--- config.mk ---
export PLATFORM = sky130hd
export DESIGN_NAME = pipe_ctrl_fsm_flat
export DESIGN_NICKNAME = d
export VERILOG_FILES = /design/src/rtl/pipe_ctrl_pkg.sv /design/src/rtl/pipe_ctrl_fsm_if.sv /design/src/rtl/pipe_ctrl_fsm_mem_timeout_ctr.sv /design/src/rtl/pipe_ctrl_fsm.sv /design/src/flat_wrapper.sv
export SDC_FILE = /design/constraint.sdc
export NUM_CORES = 1
export LEC_CHECK = 0
export CELL_PAD_IN_SITES_DETAIL_PLACEMENT = 1
export CELL_PAD_IN_SITES_GLOBAL_PLACEMENT = 2
export CORE_MARGIN = 5
export CORE_UTILIZATION = 24
export CTS_BUF_LIST = sky130_fd_sc_hd__clkbuf_16
export DETAILED_ROUTE_END_ITERATION = 7
export GPL_ROUTABILITY_DRIVEN = 1
export PLACE_DENSITY = 0.95
export SYNTH_ARGS = -nofsm -noshare
export SYNTH_HDL_FRONTEND = slang
export SYNTH_SLANG_ARGS = --single-unit
--- constraint.sdc ---
create_clock -name clk -period 2.35 [get_ports clk]
set_input_delay 0.235 -clock clk [delete_from_list [all_inputs] [get_ports clk]]
set_output_delay 0.235 -clock clk [all_outputs]
set_load 0.01 [all_outputs]
--- src/rtl/pipe_ctrl_pkg.sv ---
// Shared types and mcause constants for the pipeline sequencer.
package pipe_ctrl_pkg;

  typedef enum logic [2:0] {
    StRun,
    StLoadStall,
    StTrapEnter,
    StMretRet,
    StMemWait
  } state_e;

  typedef enum logic [1:0] {
    PC_PLUS4  = 2'd0,
    PC_BRANCH = 2'd1,
    PC_MTVEC  = 2'd2,
    PC_MEPC   = 2'd3
  } pc_sel_e;

  localparam int unsigned CAUSE_ILLEGAL    = 2;
  localparam int unsigned CAUSE_LOAD_FAULT = 5;
  localparam int unsigned CAUSE_ECALL_M    = 11;
  localparam int unsigned INTERRUPT_BIT    = 31;

  // Illegal takes precedence over ecall when both decode in the same instruction.
  function automatic int unsigned exc_cause(input logic illegal);
    return illegal ? CAUSE_ILLEGAL : CAUSE_ECALL_M;
  endfunction

endpackage

--- src/rtl/pipe_ctrl_fsm_if.sv ---
// Request/control bundle between the pipeline sequencer and the core datapath/CSR file.
interface pipe_ctrl_fsm_if #(
  parameter int unsigned XLEN = 32
);
  logic            valid_DE_i;
  logic            hz_stall_i;
  logic            br_taken_i;
  logic            illegal_i;
  logic            ecall_i;
  logic            mret_i;
  logic            irq_pending_i;
  logic [3:0]      irq_cause_i;
  logic            mem_busy_i;
  logic [XLEN-1:0] pc_DE_i;

  logic            stall_F_o;
  logic            stall_DE_o;
  logic            flush_F_o;
  logic            flush_MW_o;
  logic [1:0]      pc_sel_o;
  logic            trap_take_o;
  logic            mret_take_o;
  logic [XLEN-1:0] epc_o;
  logic [XLEN-1:0] cause_o;
  logic            busy_o;

  // Sequencer side.
  modport master (
    input  valid_DE_i, hz_stall_i, br_taken_i, illegal_i, ecall_i, mret_i,
    input  irq_pending_i, irq_cause_i, mem_busy_i, pc_DE_i,
    output stall_F_o, stall_DE_o, flush_F_o, flush_MW_o, pc_sel_o,
    output trap_take_o, mret_take_o, epc_o, cause_o, busy_o
  );

  // Datapath / CSR side.
  modport slave (
    output valid_DE_i, hz_stall_i, br_taken_i, illegal_i, ecall_i, mret_i,
    output irq_pending_i, irq_cause_i, mem_busy_i, pc_DE_i,
    input  stall_F_o, stall_DE_o, flush_F_o, flush_MW_o, pc_sel_o,
    input  trap_take_o, mret_take_o, epc_o, cause_o, busy_o
  );
endinterface

--- src/rtl/pipe_ctrl_fsm_mem_timeout_ctr.sv ---
// Saturating count of consecutive memory-busy cycles; o_hit flags the timeout value.
module mem_timeout_ctr #(
  parameter int unsigned MEM_TIMEOUT = 16
) (
  input  logic clk,
  input  logic rst,
  input  logic i_clr,
  input  logic i_en,
  output logic o_hit
);
  localparam int unsigned CntW = $clog2(MEM_TIMEOUT + 1);
  localparam logic [CntW-1:0] MaxCnt = CntW'(MEM_TIMEOUT);

  logic [CntW-1:0] r_cnt;

  always_ff @(posedge clk) begin
    if (rst || i_clr) begin
      r_cnt <= '0;
    end else if (i_en && (r_cnt != MaxCnt)) begin
      r_cnt <= r_cnt + 1'b1;
    end
  end

  assign o_hit = (r_cnt == MaxCnt);

endmodule

--- src/rtl/pipe_ctrl_fsm.sv ---
// Pipeline sequencer: arbitrates DE-stage events and drives stall/flush/PC-select/CSR pulses.
module pipe_ctrl_fsm
  import pipe_ctrl_pkg::*;
#(
  parameter int unsigned MEM_TIMEOUT = 16,
  parameter int unsigned XLEN        = 32
) (
  input logic             clk,
  input logic             rst,
  pipe_ctrl_fsm_if.master bus
);

  state_e          r_state;
  state_e          w_state_nxt;
  logic [XLEN-1:0] r_epc;
  logic [XLEN-1:0] w_epc_nxt;
  logic [XLEN-1:0] r_cause;
  logic [XLEN-1:0] w_cause_nxt;

  logic    w_stall_f;
  logic    w_stall_de;
  logic    w_flush_f;
  logic    w_flush_mw;
  pc_sel_e w_pc_sel;
  logic    w_trap_take;
  logic    w_mret_take;

  logic w_cnt_en;
  logic w_cnt_clr;
  logic w_cnt_hit;

  logic w_exc;
  logic w_mret;
  logic w_irq;
  logic w_br;
  logic w_hz;

  assign w_exc  = bus.valid_DE_i & (bus.illegal_i | bus.ecall_i);
  assign w_mret = bus.valid_DE_i & bus.mret_i;
  assign w_irq  = bus.valid_DE_i & bus.irq_pending_i;
  assign w_br   = bus.valid_DE_i & bus.br_taken_i;
  assign w_hz   = bus.valid_DE_i & bus.hz_stall_i;

  always_comb begin
    w_state_nxt = r_state;
    w_epc_nxt   = r_epc;
    w_cause_nxt = r_cause;
    w_stall_f   = 1'b0;
    w_stall_de  = 1'b0;
    w_flush_f   = 1'b0;
    w_flush_mw  = 1'b0;
    w_pc_sel    = PC_PLUS4;
    w_trap_take = 1'b0;
    w_mret_take = 1'b0;
    w_cnt_en    = 1'b0;

    unique case (r_state)
      StRun: begin
        if (bus.mem_busy_i) begin
          w_stall_f   = 1'b1;
          w_stall_de  = 1'b1;
          w_cnt_en    = 1'b1;
          w_state_nxt = StMemWait;
        end else if (w_exc) begin
          w_flush_f   = 1'b1;
          w_flush_mw  = 1'b1;
          w_epc_nxt   = bus.pc_DE_i;
          w_cause_nxt = XLEN'(exc_cause(bus.illegal_i));
          w_state_nxt = StTrapEnter;
        end else if (w_mret) begin
          w_flush_f   = 1'b1;
          w_flush_mw  = 1'b1;
          w_state_nxt = StMretRet;
        end else if (w_irq) begin
          // DE instruction is killed, so mepc points at it for re-execution.
          w_flush_f                  = 1'b1;
          w_flush_mw                 = 1'b1;
          w_epc_nxt                  = bus.pc_DE_i;
          w_cause_nxt                = '0;
          w_cause_nxt[INTERRUPT_BIT] = 1'b1;
          w_cause_nxt[3:0]           = bus.irq_cause_i;
          w_state_nxt                = StTrapEnter;
        end else if (w_br) begin
          w_pc_sel  = PC_BRANCH;
          w_flush_f = 1'b1;
        end else if (w_hz) begin
          w_stall_f   = 1'b1;
          w_flush_mw  = 1'b1;
          w_state_nxt = StLoadStall;
        end
      end

      StLoadStall: begin
        // Hazard requests are ignored here so the stalled load always drains.
        w_state_nxt = StRun;
        if (w_br) begin
          w_pc_sel  = PC_BRANCH;
          w_flush_f = 1'b1;
        end
      end

      StTrapEnter: begin
        w_trap_take = 1'b1;
        w_pc_sel    = PC_MTVEC;
        w_flush_f   = 1'b1;
        w_state_nxt = StRun;
      end

      StMretRet: begin
        w_mret_take = 1'b1;
        w_pc_sel    = PC_MEPC;
        w_flush_f   = 1'b1;
        w_state_nxt = StRun;
      end

      StMemWait: begin
        if (!bus.mem_busy_i) begin
          w_state_nxt = StRun;
        end else if (w_cnt_hit) begin
          w_flush_f   = 1'b1;
          w_flush_mw  = 1'b1;
          w_epc_nxt   = bus.pc_DE_i;
          w_cause_nxt = XLEN'(CAUSE_LOAD_FAULT);
          w_state_nxt = StTrapEnter;
        end else begin
          w_stall_f  = 1'b1;
          w_stall_de = 1'b1;
          w_cnt_en   = 1'b1;
        end
      end

      default: w_state_nxt = StRun;
    endcase
  end

  // Counter is only live while stalling on memory; any other cycle returns it to zero.
  assign w_cnt_clr = ~w_cnt_en;

  mem_timeout_ctr #(
    .MEM_TIMEOUT(MEM_TIMEOUT)
  ) u_mem_timeout_ctr (
    .clk  (clk),
    .rst  (rst),
    .i_clr(w_cnt_clr),
    .i_en (w_cnt_en),
    .o_hit(w_cnt_hit)
  );

  always_ff @(posedge clk) begin
    if (rst) begin
      r_state <= StRun;
      r_epc   <= '0;
      r_cause <= '0;
    end else begin
      r_state <= w_state_nxt;
      r_epc   <= w_epc_nxt;
      r_cause <= w_cause_nxt;
    end
  end

  // Controls are forced idle during reset so no pulse survives into it.
  assign bus.stall_F_o   = w_stall_f & ~rst;
  assign bus.stall_DE_o  = w_stall_de & ~rst;
  assign bus.flush_F_o   = w_flush_f & ~rst;
  assign bus.flush_MW_o  = w_flush_mw & ~rst;
  assign bus.pc_sel_o    = rst ? PC_PLUS4 : w_pc_sel;
  assign bus.trap_take_o = w_trap_take & ~rst;
  assign bus.mret_take_o = w_mret_take & ~rst;
  assign bus.epc_o       = r_epc;
  assign bus.cause_o     = r_cause;
  assign bus.busy_o      = (r_state != StRun) & ~rst;

endmodule

--- src/flat_wrapper.sv ---
// flat-port wrapper written by rule: the top's interface ports become plain ports
module pipe_ctrl_fsm_flat import pipe_ctrl_pkg::*;
#(
  parameter int unsigned MEM_TIMEOUT = 16,
  parameter int unsigned XLEN        = 32
)
  (clk, rst, bus_valid_DE_i, bus_hz_stall_i, bus_br_taken_i, bus_illegal_i, bus_ecall_i, bus_mret_i, bus_irq_pending_i, bus_irq_cause_i, bus_mem_busy_i, bus_pc_DE_i, bus_stall_F_o, bus_stall_DE_o, bus_flush_F_o, bus_flush_MW_o, bus_pc_sel_o, bus_trap_take_o, bus_mret_take_o, bus_epc_o, bus_cause_o, bus_busy_o);
  pipe_ctrl_fsm_if #(.XLEN(XLEN)) bus_i ();
  input logic clk;
  input logic rst;
  input wire logic [$bits(bus_i.valid_DE_i)-1:0] bus_valid_DE_i;
  input wire logic [$bits(bus_i.hz_stall_i)-1:0] bus_hz_stall_i;
  input wire logic [$bits(bus_i.br_taken_i)-1:0] bus_br_taken_i;
  input wire logic [$bits(bus_i.illegal_i)-1:0] bus_illegal_i;
  input wire logic [$bits(bus_i.ecall_i)-1:0] bus_ecall_i;
  input wire logic [$bits(bus_i.mret_i)-1:0] bus_mret_i;
  input wire logic [$bits(bus_i.irq_pending_i)-1:0] bus_irq_pending_i;
  input wire logic [$bits(bus_i.irq_cause_i)-1:0] bus_irq_cause_i;
  input wire logic [$bits(bus_i.mem_busy_i)-1:0] bus_mem_busy_i;
  input wire logic [$bits(bus_i.pc_DE_i)-1:0] bus_pc_DE_i;
  output wire logic [$bits(bus_i.stall_F_o)-1:0] bus_stall_F_o;
  output wire logic [$bits(bus_i.stall_DE_o)-1:0] bus_stall_DE_o;
  output wire logic [$bits(bus_i.flush_F_o)-1:0] bus_flush_F_o;
  output wire logic [$bits(bus_i.flush_MW_o)-1:0] bus_flush_MW_o;
  output wire logic [$bits(bus_i.pc_sel_o)-1:0] bus_pc_sel_o;
  output wire logic [$bits(bus_i.trap_take_o)-1:0] bus_trap_take_o;
  output wire logic [$bits(bus_i.mret_take_o)-1:0] bus_mret_take_o;
  output wire logic [$bits(bus_i.epc_o)-1:0] bus_epc_o;
  output wire logic [$bits(bus_i.cause_o)-1:0] bus_cause_o;
  output wire logic [$bits(bus_i.busy_o)-1:0] bus_busy_o;
  assign bus_i.valid_DE_i = bus_valid_DE_i;
  assign bus_i.hz_stall_i = bus_hz_stall_i;
  assign bus_i.br_taken_i = bus_br_taken_i;
  assign bus_i.illegal_i = bus_illegal_i;
  assign bus_i.ecall_i = bus_ecall_i;
  assign bus_i.mret_i = bus_mret_i;
  assign bus_i.irq_pending_i = bus_irq_pending_i;
  assign bus_i.irq_cause_i = bus_irq_cause_i;
  assign bus_i.mem_busy_i = bus_mem_busy_i;
  assign bus_i.pc_DE_i = bus_pc_DE_i;
  assign bus_stall_F_o = bus_i.stall_F_o;
  assign bus_stall_DE_o = bus_i.stall_DE_o;
  assign bus_flush_F_o = bus_i.flush_F_o;
  assign bus_flush_MW_o = bus_i.flush_MW_o;
  assign bus_pc_sel_o = bus_i.pc_sel_o;
  assign bus_trap_take_o = bus_i.trap_take_o;
  assign bus_mret_take_o = bus_i.mret_take_o;
  assign bus_epc_o = bus_i.epc_o;
  assign bus_cause_o = bus_i.cause_o;
  assign bus_busy_o = bus_i.busy_o;
  pipe_ctrl_fsm #(.MEM_TIMEOUT(MEM_TIMEOUT), .XLEN(XLEN)) u_core (.clk(clk), .rst(rst), .bus(bus_i));
endmodule
==> flow_summary_export.csv <==
group,metric,value,unit
run_status,status,"completed",
setup_path,cp_max_fo,3,
yosys,yosys_warnings,0,
global_route,grt_pass1_vias,2201,
yosys,yosys-top-cells-area,"dfxtp_1 37%, nand2b_1 18%, mux2i_1 14%",
placement,numPortBuffers,91,
global_route,gr-usage-all-layers,10.97,%
detailed_routing,ant_nets,0,
yosys,syn_avg_cell_area,9.132,sq um
yosys,ys_seq_elements,45,
clock_tree,h-tree-depth,2,
finish,syn_to_final_growth,48.77,%
yosys,synthArstFlopShare,0,%
die,die_y,111.0,um
timing,setup_violations,0,
detailed_routing,wirelength,6851,um
power_and_ir_drop,p_comb_share,17.9,%
global_route,antenna_found_initial,0,
finish,fin_cells,499,
timing,worst_slew_pin_slew,0.5168,ns
yosys,synthMuxAreaShare,13.91,%
clock_tree,cts_setup_buffers,0,
setup_path,crit_path_end_kind,"output pin",
die,die_area,12320,sq um
power_and_ir_drop,internal_power,1.624,mW
yosys,synth.cell_area,2447,sq um
detailed_routing,drcViolationCount,0,
yosys,synth_xor_area_share,1.431,%
finish,final_layout_size_suffix_gt1_share,8.197,%
clock_tree,insertion_delay,0.28,ns
yosys,synth_top_family_by_area,"simple AND/OR/NAND/NOR gates",
placement,gp_congestion,0.8400,
job,maxCapViolations,0,
power_and_ir_drop,power_frac_clock,43.5,%
yosys,synth_flop_cell,"dfxtp_1",
clock_tree,cts_buffers,5,
detailed_routing,wire_per_inst,13.73,um
finish,nets,413,
die,core.rowCount,36,
die,initial_core_util,24.81,%
timing,fin_crit,2.212,ns
setup_path,crit_required,2.12,ns
power_and_ir_drop,p_sw,0.4946,mW
yosys,yosys.area.top_type_share,36.81,%
global_route,grt-ovfl-total,0,
hold_path,holdCritPathClass,"input pin to register",
yosys,synth_top_area_cell,"dfxtp_1",
power_and_ir_drop,ir_drop,0.2888,mV
yosys,synth_edf_count,0,
power_and_ir_drop,p_leak,1.397,nW
timing,fin_crit_sh,94.15,%
detailed_routing,drt_first_pass_iters,4,
yosys,yosysUniqueCellTypes,42,
detailed_routing,vias,2108,
detailed_routing,drt-initial-drc-count,52,
die,core-area,9864,sq um
clock_tree,cts_tree,"built",
power_and_ir_drop,power_density,582.0,nW/um^2
yosys,synthAdderAreaFrac,1.022,%
clock_tree,path_clk_slew,0.07,ns
die,dieWidth,111.0,um
global_route,grt_max_degree,69,
yosys,synth_compound_area_share,6.237,%
yosys,synth-simple-area-share,26.89,%
clock_tree,hold_buffers,0,
clock_tree,cts_buffer_depth,2,
global_route,grt_pass1_wl,11370,um
setup_path,crit_path_start_kind,"input pin",
timing,hold_viol_final,0,
placement,dpl.cell_count,491,
power_and_ir_drop,swShare,23.34,%
setup_path,arrival,1.98,ns
clock_tree,clock-sinks,45,
timing,slew_headroom,65.47,%
finish,nFillCells,1154,
die,ios,119,
yosys,yosysSeqAreaShare,36.81,%
timing,tns,0,ns
clock_tree,cts-root-buf,"clkbuf_16",
detailed_routing,vias_per_cell,4.224,
power_and_ir_drop,p_seq_share,38.6,%
timing,max_freq,452.0,MHz
timing,clock_skew,0.004819,ns
placement,dp_hpwl,5248,um
timing,rsz0062_at_grt,"false",
yosys,syn_inst,268,
setup_path,crit_type,"input pin to output pin",
finish,antenna_cells,0,
timing,finalMaxSlewViolations,0,
## placed cells by master, fill, tap and decap left out, types with 2 or more instances in the layout
master | Yosys | final
a211oi_1 | 2 | 2
a21oi_1 | 7 | 7
a32oi_1 | 2 | 2
buf_12 | 3 | 2
buf_4 | 27 | 13
bufinv_16 | 0 | 2
clkbuf_16 | 0 | 5
clkdlybuf4s50_1 | 0 | 85
conb_1 | 1 | 27
dfxtp_1 | 45 | 44
dlygate4sd2_1 | 0 | 3
ha_1 | 2 | 2
inv_1 | 4 | 4
mux2i_1 | 34 | 34
nand2_1 | 7 | 7
nand2b_1 | 70 | 70
nand3_1 | 6 | 6
nand4_1 | 2 | 2
nor2_1 | 15 | 14
nor3_1 | 2 | 2
nor3b_1 | 2 | 2
o21ai_0 | 2 | 2
xor2_1 | 3 | 3
## power by group through the flow
stage	registers [mW]	clock network (mW)	logic [mW]
finish	0.818	0.922	0.379
global route	0.822	1.00	0.413
CTS	0.818	0.969	0.384
detailed placement	0.836	0	0.384
global placement	0.833	0	0.377
floorplan	0.847	0	0.206
## final cells by class
class                           count  area [sq um]  share of cell area [%]
Multi-Input combinational cell    203          1323                   36.32
Timing Repair Buffer              106          1041                   28.59
Inverter                            4         15.01                  0.4124
Clock buffer                        5         125.1                   3.436
Clock inverter                      3         68.82                   1.890
Tap cell                          133         166.4                   4.570
Sequential cell                    45         902.1                   24.78
## stage by stage
step / area [sq um] / setup WS [ns] / power [mW] / util [%] / hold WS, ns
finish: 3641 / 0.1376 / 2.119 / 36.91 / 0.3065
global route: 3641 / 0.005812 / 2.237 / 36.91 / 0.3251
CTS: 3635 / 0.04243 / 2.171 / 36.85 / 0.2838
detailed placement: 3446 / -0.09052 / 1.220 / 34.93 / 0.4575
global placement: 3446 / -0.08426 / 1.211 / 34.93 / 0.4528
floorplan: 2545 / 0.6231 / 1.053 / - / 0.3903
## synthesized netlist by cell type (2+ instances only)
library cell	n
nor3_1	2
buf_12	3
buf_4	27
clkbuf_1	10
nor3b_1	2
ha_1	2
a32oi_1	2
a21oi_1	7
nor2_1	15
xor2_1	3
a211oi_1	2
nand2b_1	70
dfxtp_1	45
mux2i_1	34
nand4_1	2
nand2_1	7
inv_1	4
o21ai_0	2
nand3_1	6
## sequential cells by signal, summed over array words and instances, names as in the netlist
signal	cells
u_core.bus.epc_o	32
u_core.u_mem_timeout_ctr.r_cnt	5
u_core.bus.cause_o	5
u_core.r_state	3
## worst max-delay path: stages
cell,delay (ns)
clkdlybuf4s50_1,0.44
or4_1,0.59
nand2_1,0.12
o31a_2,0.15
buf_4,0.11
a21boi_0,0.06
dlygate4sd1_1,0.27
## per-layer routing
layer / part of all wire, % / vias up / GRT usage, %
li1: - / 1027 / -
met1: 46 / 991 / 14.10
met2: 47 / 84 / 17.68
met3: 6.8 / 6 / 3.766
met4: 0.54 / 0 / 2.627
met5: 0 / - / 0
## logic make-up after synthesis
logic type                 Yosys count
AOI/OAI and AO/OA                   23
buffers and inverters               46
adders and majority gates            2
muxes                               34
and+or+nand+nor                    113
DFF                                 45
other                                1
xor gates and xnor gates             4
## path summary, 6_finish.rpt
kind	slack [ns]	endpoint	cells after the start	from
min reg2reg	0.47	u_core.bus.cause_o[3]$_SDFFE_PP0P_	2	u_core.bus.cause_o[3]$_SDFFE_PP0P_
max reg2reg	0.54	u_core.bus.epc_o[12]$_SDFFE_PP0P_	8	u_core.u_mem_timeout_ctr.r_cnt[1]$_SDFFE_PN0P_
min	0.31	u_core.r_state[1]$_SDFFE_PP0P_	2	rst
max	0.14	bus_flush_MW_o	7	bus_mret_i
## repair_timing
action	in CTS	in global routing
gates resized for setup	4	5
endpoints found under the setup margin	4	3
endpoints found under the hold margin	0	0
Power figures use the tool's default switching activity.
